<file path="config.mk">
export PLATFORM = sky130hd
export DESIGN_NAME = serial_subtractor
export DESIGN_NICKNAME = d
export VERILOG_FILES = /design/src/rtl/sap_pkg.sv /design/src/rtl/serial_subtractor_hs.sv /design/src/rtl/serial_subtractor.sv
export SDC_FILE = /design/constraint.sdc
export NUM_CORES = 1
export LEC_CHECK = 0
export ABC_AREA = 0
export ABC_CLOCK_PERIOD_IN_PS = 4550
export BUFFER_PORTS_ARGS = -buffer_cell sky130_fd_sc_hd__clkbuf_2
export CORE_ASPECT_RATIO = 0.9
export CORE_MARGIN = 4
export CORE_UTILIZATION = 61
export CTS_BUF_LIST = sky130_fd_sc_hd__clkbuf_8
export DETAILED_ROUTE_END_ITERATION = 8
export GPL_TIMING_DRIVEN = 0
export HOLD_SLACK_MARGIN = 0.03
export PLACE_DENSITY_LB_ADDON = 0.3
export SKIP_LAST_GASP = 1
export SLEW_MARGIN = 0
export SYNTH_ARGS = -nofsm -noshare
export SYNTH_HDL_FRONTEND = slang
export SYNTH_HIERARCHICAL = 1
export SYNTH_SLANG_ARGS = --single-unit
export TNS_END_PERCENT = 50
</file>
<file path="constraint.sdc">
create_clock -name clk_i -period 4.55 [get_ports clk_i]
set_clock_uncertainty 0.05 [all_clocks]
set_input_delay 0.91 -clock clk_i [delete_from_list [all_inputs] [get_ports clk_i]]
set_output_delay 0.91 -clock clk_i [all_outputs]
set_load 0.05 [all_outputs]
</file>
<file path="src/rtl/sap_pkg.sv">
// Shared types and sizing helpers for the SAP datapath blocks.
package sap_pkg;

  typedef enum logic [1:0] {
    IDLE   = 2'd0,
    SHIFT  = 2'd1,
    FINISH = 2'd2
  } state_t;

  localparam int SAP_WIDTH = 8;

  // Bits needed for a counter that runs 0 .. w-1; never narrower than 1.
  function automatic int cnt_width(input int w);
    return (w <= 2) ? 1 : $clog2(w);
  endfunction

endpackage

</file>
<file path="src/rtl/serial_subtractor_hs.sv">
// Gate-level half-subtractor: difference and borrow for X - Y.
module hs (
  input  logic x_i,
  input  logic y_i,
  output logic d_o,
  output logic bo_o
);

  assign d_o  = x_i ^ y_i;
  assign bo_o = ~x_i & y_i;

endmodule

</file>
<file path="src/rtl/serial_subtractor.sv">
// Bit-serial subtractor DIFF = A - B, LSB first, one bit per clock.
// Two half-subtractors plus an OR form the full-subtract cell.
//
// state  | meaning
// IDLE   | waiting for START; operands captured on an accepted START
// SHIFT  | one difference bit per cycle, WIDTH cycles
// FINISH | DONE high, result and flags valid
module serial_subtractor
  import sap_pkg::*;
#(
  parameter int WIDTH = SAP_WIDTH
) (
  input  logic             clk_i,
  input  logic             clr_n_i,
  input  logic             start_i,
  input  logic [WIDTH-1:0] a_i,
  input  logic [WIDTH-1:0] b_i,
  output logic             busy_o,
  output logic             done_o,
  output logic [WIDTH-1:0] diff_o,
  output logic             borrow_o,
  output logic             ovf_o,
  output logic             zero_o
);

  localparam int            CW       = cnt_width(WIDTH);
  localparam logic [CW-1:0] CNT_LAST = CW'(WIDTH - 1);

  state_t state_q, state_d;

  logic [WIDTH-1:0] a_q, a_d;
  logic [WIDTH-1:0] b_q, b_d;
  logic [WIDTH-2:0] res_q, res_d;
  logic             bin_q, bin_d;
  logic [CW-1:0]    cnt_q, cnt_d;
  logic             a_msb_q, a_msb_d;
  logic             b_msb_q, b_msb_d;

  logic [WIDTH-1:0] diff_q, diff_d;
  logic             borrow_q, borrow_d;
  logic             ovf_q, ovf_d;
  logic             zero_q, zero_d;

  logic             d_ab, bo_ab, d_bit, bo_bin, bout;
  logic [WIDTH-1:0] res_all;

  hs u_hs_ab (
    .x_i  (a_q[0]),
    .y_i  (b_q[0]),
    .d_o  (d_ab),
    .bo_o (bo_ab)
  );

  hs u_hs_bin (
    .x_i  (d_ab),
    .y_i  (bin_q),
    .d_o  (d_bit),
    .bo_o (bo_bin)
  );

  assign bout = bo_ab | bo_bin;

  // Only WIDTH-1 bits need storing; the final bit goes straight to DIFF.
  assign res_all = {d_bit, res_q};

  always_ff @(posedge clk_i) begin
    if (!clr_n_i) begin
      state_q <= IDLE;
    end else begin
      state_q <= state_d;
    end
  end

  always_comb begin
    state_d = state_q;
    case (state_q)
      IDLE:    if (start_i) state_d = SHIFT;
      SHIFT:   if (cnt_q == CNT_LAST) state_d = FINISH;
      FINISH:  state_d = IDLE;
      default: state_d = IDLE;
    endcase
  end

  always_comb begin
    busy_o   = (state_q == SHIFT);
    done_o   = (state_q == FINISH);
    diff_o   = diff_q;
    borrow_o = borrow_q;
    ovf_o    = ovf_q;
    zero_o   = zero_q;
  end

  always_comb begin
    a_d      = a_q;
    b_d      = b_q;
    res_d    = res_q;
    bin_d    = bin_q;
    cnt_d    = cnt_q;
    a_msb_d  = a_msb_q;
    b_msb_d  = b_msb_q;
    diff_d   = diff_q;
    borrow_d = borrow_q;
    ovf_d    = ovf_q;
    zero_d   = zero_q;
    case (state_q)
      IDLE: begin
        if (start_i) begin
          a_d     = a_i;
          b_d     = b_i;
          bin_d   = 1'b0;
          cnt_d   = '0;
          a_msb_d = a_i[WIDTH-1];
          b_msb_d = b_i[WIDTH-1];
        end
      end
      SHIFT: begin
        a_d   = a_q >> 1;
        b_d   = b_q >> 1;
        res_d = res_all[WIDTH-1:1];
        bin_d = bout;
        cnt_d = cnt_q + CW'(1);
        // Flags are committed on the last bit so they are valid during FINISH.
        if (cnt_q == CNT_LAST) begin
          diff_d   = res_all;
          borrow_d = bout;
          ovf_d    = (a_msb_q != b_msb_q) && (d_bit != a_msb_q);
          zero_d   = (res_all == '0);
        end
      end
      default: ;
    endcase
  end

  always_ff @(posedge clk_i) begin
    if (!clr_n_i) begin
      a_q      <= '0;
      b_q      <= '0;
      res_q    <= '0;
      bin_q    <= 1'b0;
      cnt_q    <= '0;
      a_msb_q  <= 1'b0;
      b_msb_q  <= 1'b0;
      diff_q   <= '0;
      borrow_q <= 1'b0;
      ovf_q    <= 1'b0;
      zero_q   <= 1'b0;
    end else begin
      a_q      <= a_d;
      b_q      <= b_d;
      res_q    <= res_d;
      bin_q    <= bin_d;
      cnt_q    <= cnt_d;
      a_msb_q  <= a_msb_d;
      b_msb_q  <= b_msb_d;
      diff_q   <= diff_d;
      borrow_q <= borrow_d;
      ovf_q    <= ovf_d;
      zero_q   <= zero_d;
    end
  end

endmodule

</file>
==> run metrics, run 1 <==
YS warnings=6; Worst path slowest cell=dfxtp_1; Cells after Synth=206; Area Overhead vs Synth=16.6%; Post-synth EDFFs=0; Async S/R FF share, synth=0%; Worst Path Buf+Inv=3; DP HPWL=2500 um; Min Hold Slack=0.414 ns; RSZ-0062 raised after global routing=false; setup TNS=0 ns; status=completed; hold endpoint=diff_o[4]; first-pass GRT wire length=around 6300 um; root buf cell=clkbuf_8; Initial DRT Pass Iterations=4; initial antenna violation count=0; CP max stage delay=0.39 ns; crit-path cells=nand2b_4, inv_2, buf_6, clkbuf_2; deepest level of the CTS H-tree=2; Worst Hold Depth=2; starting density of the core=64.7%; Util after Layout=approximately 75%; CTS Buffer Depth=2; hold_sp=diff_o[4]; P per Cell Area=between 300 and 400 nW/um2; most frequent cell after synthesis=nand2_1; DRC viols=0; Crit Path Max Fanout=10; Global Route met2 Usage=34.4%; port bufs=31; dpl cell area=2000 um2; clk_lat worst skew=0.29 ns; total number of vias=1503; top post-synthesis cells by area=dfxtp_1, nand2_1, a21oi_1; max-slew violations=0; Top delay family on crit path=buffers and inverters; DIE AREA=about 3900 um2; Final setup viols=0; max-cap violations=0; register area=841 um2; kind of critical path=flip-flop to output port; post-synthesis sequential area ratio=46.9%; required time of the critical path=3.59 ns; Tightest Hold Check Type=flip-flop to flip-flop; register bit total from synthesis=42; reg2reg start=a_q[0]; post-route ant nets=0; post-synth top area cell=dfxtp_1; gr busiest metal=met2; peak supply drop=0.275 mV; met1 GRT Util=about 28%; core area=~2800 um2; number of CTS-inserted buffers=5; PnR worst setup slack=~2.1 ns; pin count of the biggest net entering global routing=13; vias in the first global route=roughly 1400; Tmin final=2.44 ns; fmax=approximately 410 MHz; GR Util All Layers=approximately 22%; Avg Inst Size Synth=8.70 um2; chip width=65.1 um; via/cell ratio=approximately 5.3; routability cong.=0.775; crit path DAT=1.48 ns; DRT iter0 DRCs=56; dominant synthesized flop cell=dfxtp_1; FP Rows=18; Setup crit end kind=output port; Netlist Area Pre-Place=1790 um2; Die Height=59.4 um; worst reg2reg setup slack=2.79 ns; post_cts resized=0; ANT cells=0; I/O Pins=32; Reg clk slew, reported paths=about 0.08 ns; met3 Usage GRT=7.02%; slew margin rel.=72.9%; non-filler cells, final=285; Layout Nets=267; slew at the pin closest to its max-slew limit=0.403 ns; final clock period utilization by the worst path=53.6%; detailed-route wire length per cell=roughly 13 um; Post-Place Worst Slack=between 2 and 2.5 ns; fraction of layout cells with a size suffix above 1=22.0%; clock sink count=42; final-report hold violation count=0; area occupied by multi-input gates=835 um2; synth unique cells=32; Power, Total=roughly 0.7 mW; CTS hold repair buffers=0; Post-CTS Setup Bufs=0; synth cell count leaders=nand2_1, dfxtp_1, a21oi_1; area share of the largest cell type after synthesis=46.9%; CTS tree=yes; placed instance count=between 200 and 300; grt total ovfl=0; Routed WL=3640 um; post-route cell area=2090 um2; Worst R2R End=zero_o; CP Launch Type=flip-flop; fillcell total=237; Synthesized Nets=229; Leakage=0.885 nW; reg2reg path depth=9
## routing by layer
layer / vias to the layer above / routed length (um) / part of all wire (%)
li1: 778 / - / -
met5: - / 0 / 0
met1: 682 / 1720 / 47
met3: 6 / 255 / 7.0
met2: 37 / 1610 / 44
met4: 0 / 60 / 1.6
## registers in the layout, indices dropped and copies added (netlist names)
| register | count |
|---|---|
| a_msb_q | 1 |
| a_q | 8 |
| b_msb_q | 1 |
| b_q | 8 |
| bin_q | 1 |
| borrow_o | 1 |
| cnt_q | 3 |
| diff_o | 8 |
| ovf_o | 1 |
| res_q | 7 |
| state_q | 2 |
| zero_o | 1 |
## cell type report
cell class,count,share of cell area (%)
Buffer,13,4.49
Multi-Input combinational cell,145,40.0
Timing Repair Buffer,31,7.43
Sequential cell,42,40.3
Clock inverter,2,0.419
Inverter,6,1.08
Clock buffer,6,3.95
Tap cell,40,2.40
## worst register-to-register path: cells and delay by family, from the launching register on
kind / cells / cell delay (ns)
DFF: 1 / 0.33
and+or+nand+nor: 3 / 0.54
adders and majority gates: 2 / 0.55
buffers and inverters: 4 / 0.23
## logic make-up (layout without fill, tap and decap cells)
group / count (synthesis) / count (layout) / share of synthesized area (%)
AO/OA/AOI/OAI: 68 / 68 / 23.2
buffers and inverters: 19 / 58 / 6.49
flip-flops: 42 / 42 / 46.9
AND/OR/NAND/NOR: 70 / 70 / 18.9
multiplexers: 3 / 3 / 1.68
adder cells (fa/ha/maj): 4 / 4 / 2.79
## report_power, final
part	internal, mW	leakage (nW)	switching [mW]
clock	0.120	0.0524	0.124
combinational	0.0358	0.490	0.0496
sequential	0.383	0.343	0.00829
## cells in the final DEF (no fill, tap or decap), types with 2 or more instances in the layout
cell / count
nand2_1: 48
dfxtp_1: 42
clkbuf_2: 32
a21oi_1: 28
o21ai_0: 16
a21boi_0: 10
nor2b_1: 7
inv_1: 6
a21boi_1: 6
clkbuf_8: 6
buf_6: 4
a22oi_1: 4
ha_1: 4
buf_4: 3
clkbuf_1: 3
mux2i_1: 3
nand3b_1: 2
nor3b_1: 2
buf_2: 2
nor2_1: 2
nor4_1: 2
## worst max-delay path by stage
stage / startpoint / endpoint / slack, ns / cells past startpoint
3_3_place_gp: state_q[1] / busy_o / 2.43 / 4
2_1_floorplan: state_q[1] / done_o / 2.41 / 1
3_5_place_dp: state_q[0] / busy_o / 2.45 / 5
4_1_cts: state_q[1] / busy_o / 2.10 / 4
6_report: state_q[1] / busy_o / 2.11 / 4
5_1_grt: state_q[1] / busy_o / 2.02 / 4
(Power assumes the default switching activity.)
==> run 2, diff against run 1 <==
ABC_AREA = 1   (was 0)
ABC_CLOCK_PERIOD_IN_PS = 2050   (was 4550)
CORE_UTILIZATION = 52   (was 61)
clock period = 2.05 ns   (was 4.55 ns; I/O delays follow)
==> run 2 against run 1 <==
Effect of this change: worst hold slack got worse by 0.066 ns; final area rose by 2.5%; core utilization fell by 12 points; worst setup slack got worse by 2.0 ns; largest cell class unchanged; largest power group unchanged.
==> run metrics, run 2 <==
clk_lat worst skew=0.30 ns; RSZ-0062 raised after global routing=false; total number of vias=1691; register bit total from synthesis=42; peak supply drop=0.436 mV; Avg Inst Size Synth=6.68 um2; max-slew violations=0; Logic pwr share=14.5%; Synthesized Nets=300; number of CTS-inserted buffers=5; Worst Path Buf+Inv=3; DRT iter0 DRCs=111; routability cong.=roughly 0.78; synth unique cells=17; P per Cell Area=~780 nW/um2; Cells after Synth=277; clock sink count=42; met3 Usage GRT=between 6 and 7%; dominant synthesized flop cell=dfxtp_1; FP Rows=20; commonest non-fill, non-tap cells in the layout=nand2_1, nor2_1, dfxtp_1; dpl cell area=2050 um2; Post-synth EDFFs=0; Worst Hold Depth=3; core area=3400 um2; post-route ant nets=0; most frequent cell after synthesis=nand2_1; required time of the critical path=1.59 ns; Min Hold Slack=0.347 ns; first-pass GRT wire length=6600 um; max-cap violations=0; crit-path cells=inv_1, nor2_4, buf_4, clkbuf_2; detailed-route wire length per cell=10.5 um; post_cts resized=0; Leakage=1.08 nW; Post-CTS Setup Bufs=0; gr busiest metal=met2; root buf cell=clkbuf_8; area share of the largest cell type after synthesis=45.5%; slew at the pin closest to its max-slew limit=0.502 ns; ANT cells=0; post-synth top area cell=dfxtp_1; vias in the first global route=1492; port bufs=30; status=completed; via/cell ratio=roughly 4.7; CTS Buffer Depth=2; Net Sw Frac=28.3%; GR Util All Layers=18.2%; sw power=0.470 mW; non-filler cells, final=359; final clock period utilization by the worst path=between 90 and 100%; kind of critical path=flip-flop to output port; Worst R2R End=zero_o; DIE AREA=roughly 4600 um2; deepest level of the CTS H-tree=2; reg2reg path depth=11; Power, Total=1.66 mW; Reg clk slew, reported paths=roughly 0.08 ns; Final setup viols=0; Netlist Area Pre-Place=1850 um2; fraction of layout cells with a size suffix above 1=15.9%; Async S/R FF share, synth=0%; Worst path slowest cell=dfxtp_1; I/O Pins=32; Crit Path Max Fanout=10; Internal=1.19 mW; worst reg2reg setup slack=about 0.48 ns; commonest non-fill, non-tap cell in the layout=nand2_1; CTS tree=yes; Die Height=64.6 um; pin count of the biggest net entering global routing=14; setup TNS=0 ns; Setup crit end kind=output port; slew margin rel.=about two thirds; final-report hold violation count=0; Tmin final=1.96 ns; Clk network pwr share=31.8%; YS warnings=6; post-route cell area=2140 um2; reg2reg start=a_q[0]; initial antenna violation count=0; CTS hold repair buffers=0; Initial DRT Pass Iterations=4; Routed WL=3760 um; CP max stage delay=0.45 ns; Tightest Hold Check Type=primary input to flip-flop; chip width=70.9 um; DRC viols=0; post-synthesis sequential area ratio=between 40% and 50%; hold_sp=b_i[7]; met1 GRT Util=23.7%; Global Route met2 Usage=27.8%; crit path DAT=around 1.5 ns; starting density of the core=a little over half; sequential share of power=53.7%; Top delay family on crit path=buffers and inverters; placed instance count=between 300 and 400; CP Launch Type=flip-flop; fmax=509 MHz; synth cell count leaders=nand2_1, nor2_1, dfxtp_1; DP HPWL=~2700 um; top post-synthesis cells by area=dfxtp_1, nand2_1, nor2_1; fillcell total=between 300 and 400; hold endpoint=b_msb_q; Layout Nets=between 300 and 400; grt total ovfl=0; Area Overhead vs Synth=15.8%
run 2: how the worst max path moves through the flow:
stage          slack, ns  startpoint     end  depth (start not counted)
2_1_floorplan       0.47  state_q[1]  done_o                          2
3_3_place_gp        0.43  state_q[0]  busy_o                          4
3_5_place_dp        0.44  state_q[0]  busy_o                          4
4_1_cts             0.09  state_q[0]  busy_o                          4
5_1_grt             0.02  state_q[0]  busy_o                          4
6_report            0.09  state_q[0]  busy_o                          4
run 2: logic make-up after synthesis:
kind of cell,share of synthesized area [%]
flops,45.5
compound gates,8.59
fa+ha+maj,2.71
simple gates,33.3
buf+inv,9.94
run 2: power groups by stage:
| stage | logic, mW | clock network, mW | registers, mW |
|---|---|---|---|
| 2_1_floorplan | 0.183 | 0 | 0.903 |
| 3_3_place_gp | 0.236 | 0 | 0.909 |
| 3_5_place_dp | 0.241 | 0 | 0.910 |
| 4_1_cts | 0.243 | 0.538 | 0.891 |
| 5_1_grt | 0.279 | 0.571 | 0.898 |
| 6_report | 0.240 | 0.528 | 0.892 |
run 2: metal layers:
layer  part of all wire [%]  vias up
met5                      0        -
met3                    5.5        8
met4                    2.2        0
met1                     49      736
li1                       -      915
met2                     43       32
run 2: cell type report:
type | count | area (um2) | area share, %
Tap cell | 44 | 55.1 | 2.57
Inverter | 30 | 113 | 5.26
Sequential cell | 42 | 841 | 39.3
Multi-Input combinational cell | 193 | 825 | 38.5
Buffer | 12 | 71.3 | 3.33
Clock inverter | 3 | 17.5 | 0.818
Clock buffer | 5 | 68.8 | 3.21
Timing Repair Buffer | 30 | 150 | 7.01
run 2: through the flow:
stage | worst slack [ns] | util (%)
floorplan | 0.470 | -
global placement | 0.433 | 60.4
detailed placement | 0.437 | 60.4
CTS | 0.0918 | 62.9
global route | 0.0162 | 62.9
finish | 0.0858 | 62.9
run 2: tightest hold or removal path: cells and delay by family:
| kind | cells | cell delay [ns] |
|---|---|---|
| simple gates | 1 | 0.09 |
| buf+inv | 1 | 0.09 |
| compound gates | 1 | 0.06 |
==> run 3, diff against run 2 <==
CORE_MARGIN = unset   (was 4)
HOLD_SLACK_MARGIN = unset   (was 0.03)
==> run 3 against run 2 <==
Effect of this change: sequential cell count stayed put; worst hold slack better by 0.024 ns; core utilization is 1.2 points higher; die area is 17% lower; routed wire length is 1.9% lower; sequential share of layout area is 0.48 points lower; fmax is 1.3% higher; total power is 7.9% higher.
==> run metrics, run 3 (synthesized netlist as in run 2, its figures left out) <==
status=completed; final-report hold violation count=0; Crit Path Max Fanout=10; Worst R2R End=ovf_o; kind of critical path=flip-flop to output port; Min Hold Slack=between 0.3 and 0.4 ns; max-slew violations=0; Post-CTS Setup Bufs=0; fraction of layout cells with a size suffix above 1=15.9%; fillcell total=326; Tmin final=between 1.5 and 2 ns; DRT iter0 DRCs=98; root buf cell=clkbuf_8; Reg clk slew, reported paths=0.07 ns; core area=approximately 3400 um2; RSZ-0062 raised after global routing=false; Worst Hold Depth=5; GR Util All Layers=21.9%; max-cap violations=0; Worst Path Buf+Inv=3; reg2reg path depth=11; starting density of the core=54.7%; slew at the pin closest to its max-slew limit=about 0.50 ns; CP max stage delay=0.43 ns; Final setup viols=0; peak supply drop=0.522 mV; Post-Place Worst Slack=0.422 ns; P per Cell Area=just over 800 nW/um2; routability cong.=roughly 0.81; detailed-route wire length per cell=between 10 and 15 um; port bufs=30; setup TNS=0 ns; chip width=about 65 um; crit-path cells=inv_1, nor2_4, buf_4, clkbuf_2; clock sink count=42; Area Overhead vs Synth=17.2%; grt total ovfl=0; CTS Buffer Depth=2; final clock period utilization by the worst path=94.5%; Worst path slowest cell=dfxtp_1; Leakage=around 1.1 nW; hold_sp=a_i[4]; commonest non-fill, non-tap cells in the layout=nand2_1, nor2_1, dfxtp_1; vias in the first global route=between 1000 and 1500; ANT cells=0; Tightest Hold Check Type=primary input to flip-flop; initial antenna violation count=0; PnR worst setup slack=0.112 ns; clk_lat worst skew=0.29 ns; CTS hold repair buffers=0; Top delay family on crit path=buffers and inverters; slew margin rel.=66.6%; CTS tree=yes; DRC viols=0; Routed WL=3690 um; pin count of the biggest net entering global routing=13; deepest level of the CTS H-tree=2; Power, Total=1.79 mW; CP Launch Type=flip-flop; total number of vias=1715; first-pass GRT wire length=between 6000 and 7000 um; crit path DAT=between 1 and 1.5 ns; FP Rows=20; Setup crit end kind=output port; number of CTS-inserted buffers=5; Die Height=58.6 um; Initial DRT Pass Iterations=4; post-route ant nets=0; required time of the critical path=1.59 ns; fmax=516 MHz; DIE AREA=3800 um2; hold endpoint=a_q[4]; Layout Nets=337; I/O Pins=32; worst reg2reg setup slack=between 0.4 and 0.5 ns; post_cts resized=0; DP HPWL=2650 um; commonest non-fill, non-tap cell in the layout=nand2_1; reg2reg start=a_q[0]; via/cell ratio=roughly 4.8
[run 3: cell count changes in the layout (fill, tap and decap cells not counted)]
cell,delta
bufinv_16,+1
clkbuf_8,+1
clkinv_2,-1
clkinv_4,-1
inv_1,-1
[run 3: area by class of cell]
class                   count  area (um2)  share of cell area [%]
clock inverters             1        30.0                    1.39
well taps                  44        55.1                    2.54
flip-flops and latches     42         841                    38.8
inverters                  30         113                    5.20
plain buffers              12        71.3                    3.29
repair buffers             30         150                    6.93
multi-input cells         193         825                    38.0
clock buffers               6        82.6                    3.81
[run 3: routing by layer]
layer	share of wire (%)	track usage [%]
met4	0.33	5.71
met5	0	0
met2	44	33.5
met3	4.5	6.40
met1	51	30.4
[run 3: tightest hold or removal path, stage by stage]
cell and delay (ns):
clkbuf_2 0.07, nand2_1 0.04, nand2_1 0.05, nor2_1 0.03, nor2_1 0.06
[run 3: through the flow]
step / util (%) / std cells / cell area [um2]
floorplan: - / 277 / 1850
global placement: 60.8 / 351 / 2050
detailed placement: 60.8 / 351 / 2050
CTS: 64.1 / 358 / 2170
global route: 64.1 / 358 / 2170
finish: 64.1 / 358 / 2170
[run 3: how the worst max path moves through the flow]
stage / cells past startpoint / start / slack (ns) / end
2_1_floorplan: 2 / state_q[1] / 0.47 / done_o
6_report: 4 / state_q[0] / 0.11 / busy_o
4_1_cts: 4 / state_q[0] / 0.11 / busy_o
3_5_place_dp: 4 / state_q[0] / 0.42 / busy_o
5_1_grt: 4 / state_q[0] / 0.02 / busy_o
3_3_place_gp: 4 / state_q[0] / 0.45 / busy_o
[run 3: power breakdown]
part / internal [mW] / switching [mW] / leakage (nW)
Sequential: 0.863 / 0.0297 / 0.344
Clock: 0.390 / 0.267 / 0.0573
Combinational: 0.0924 / 0.150 / 0.682
Total: 1.34 / 0.447 / 1.08
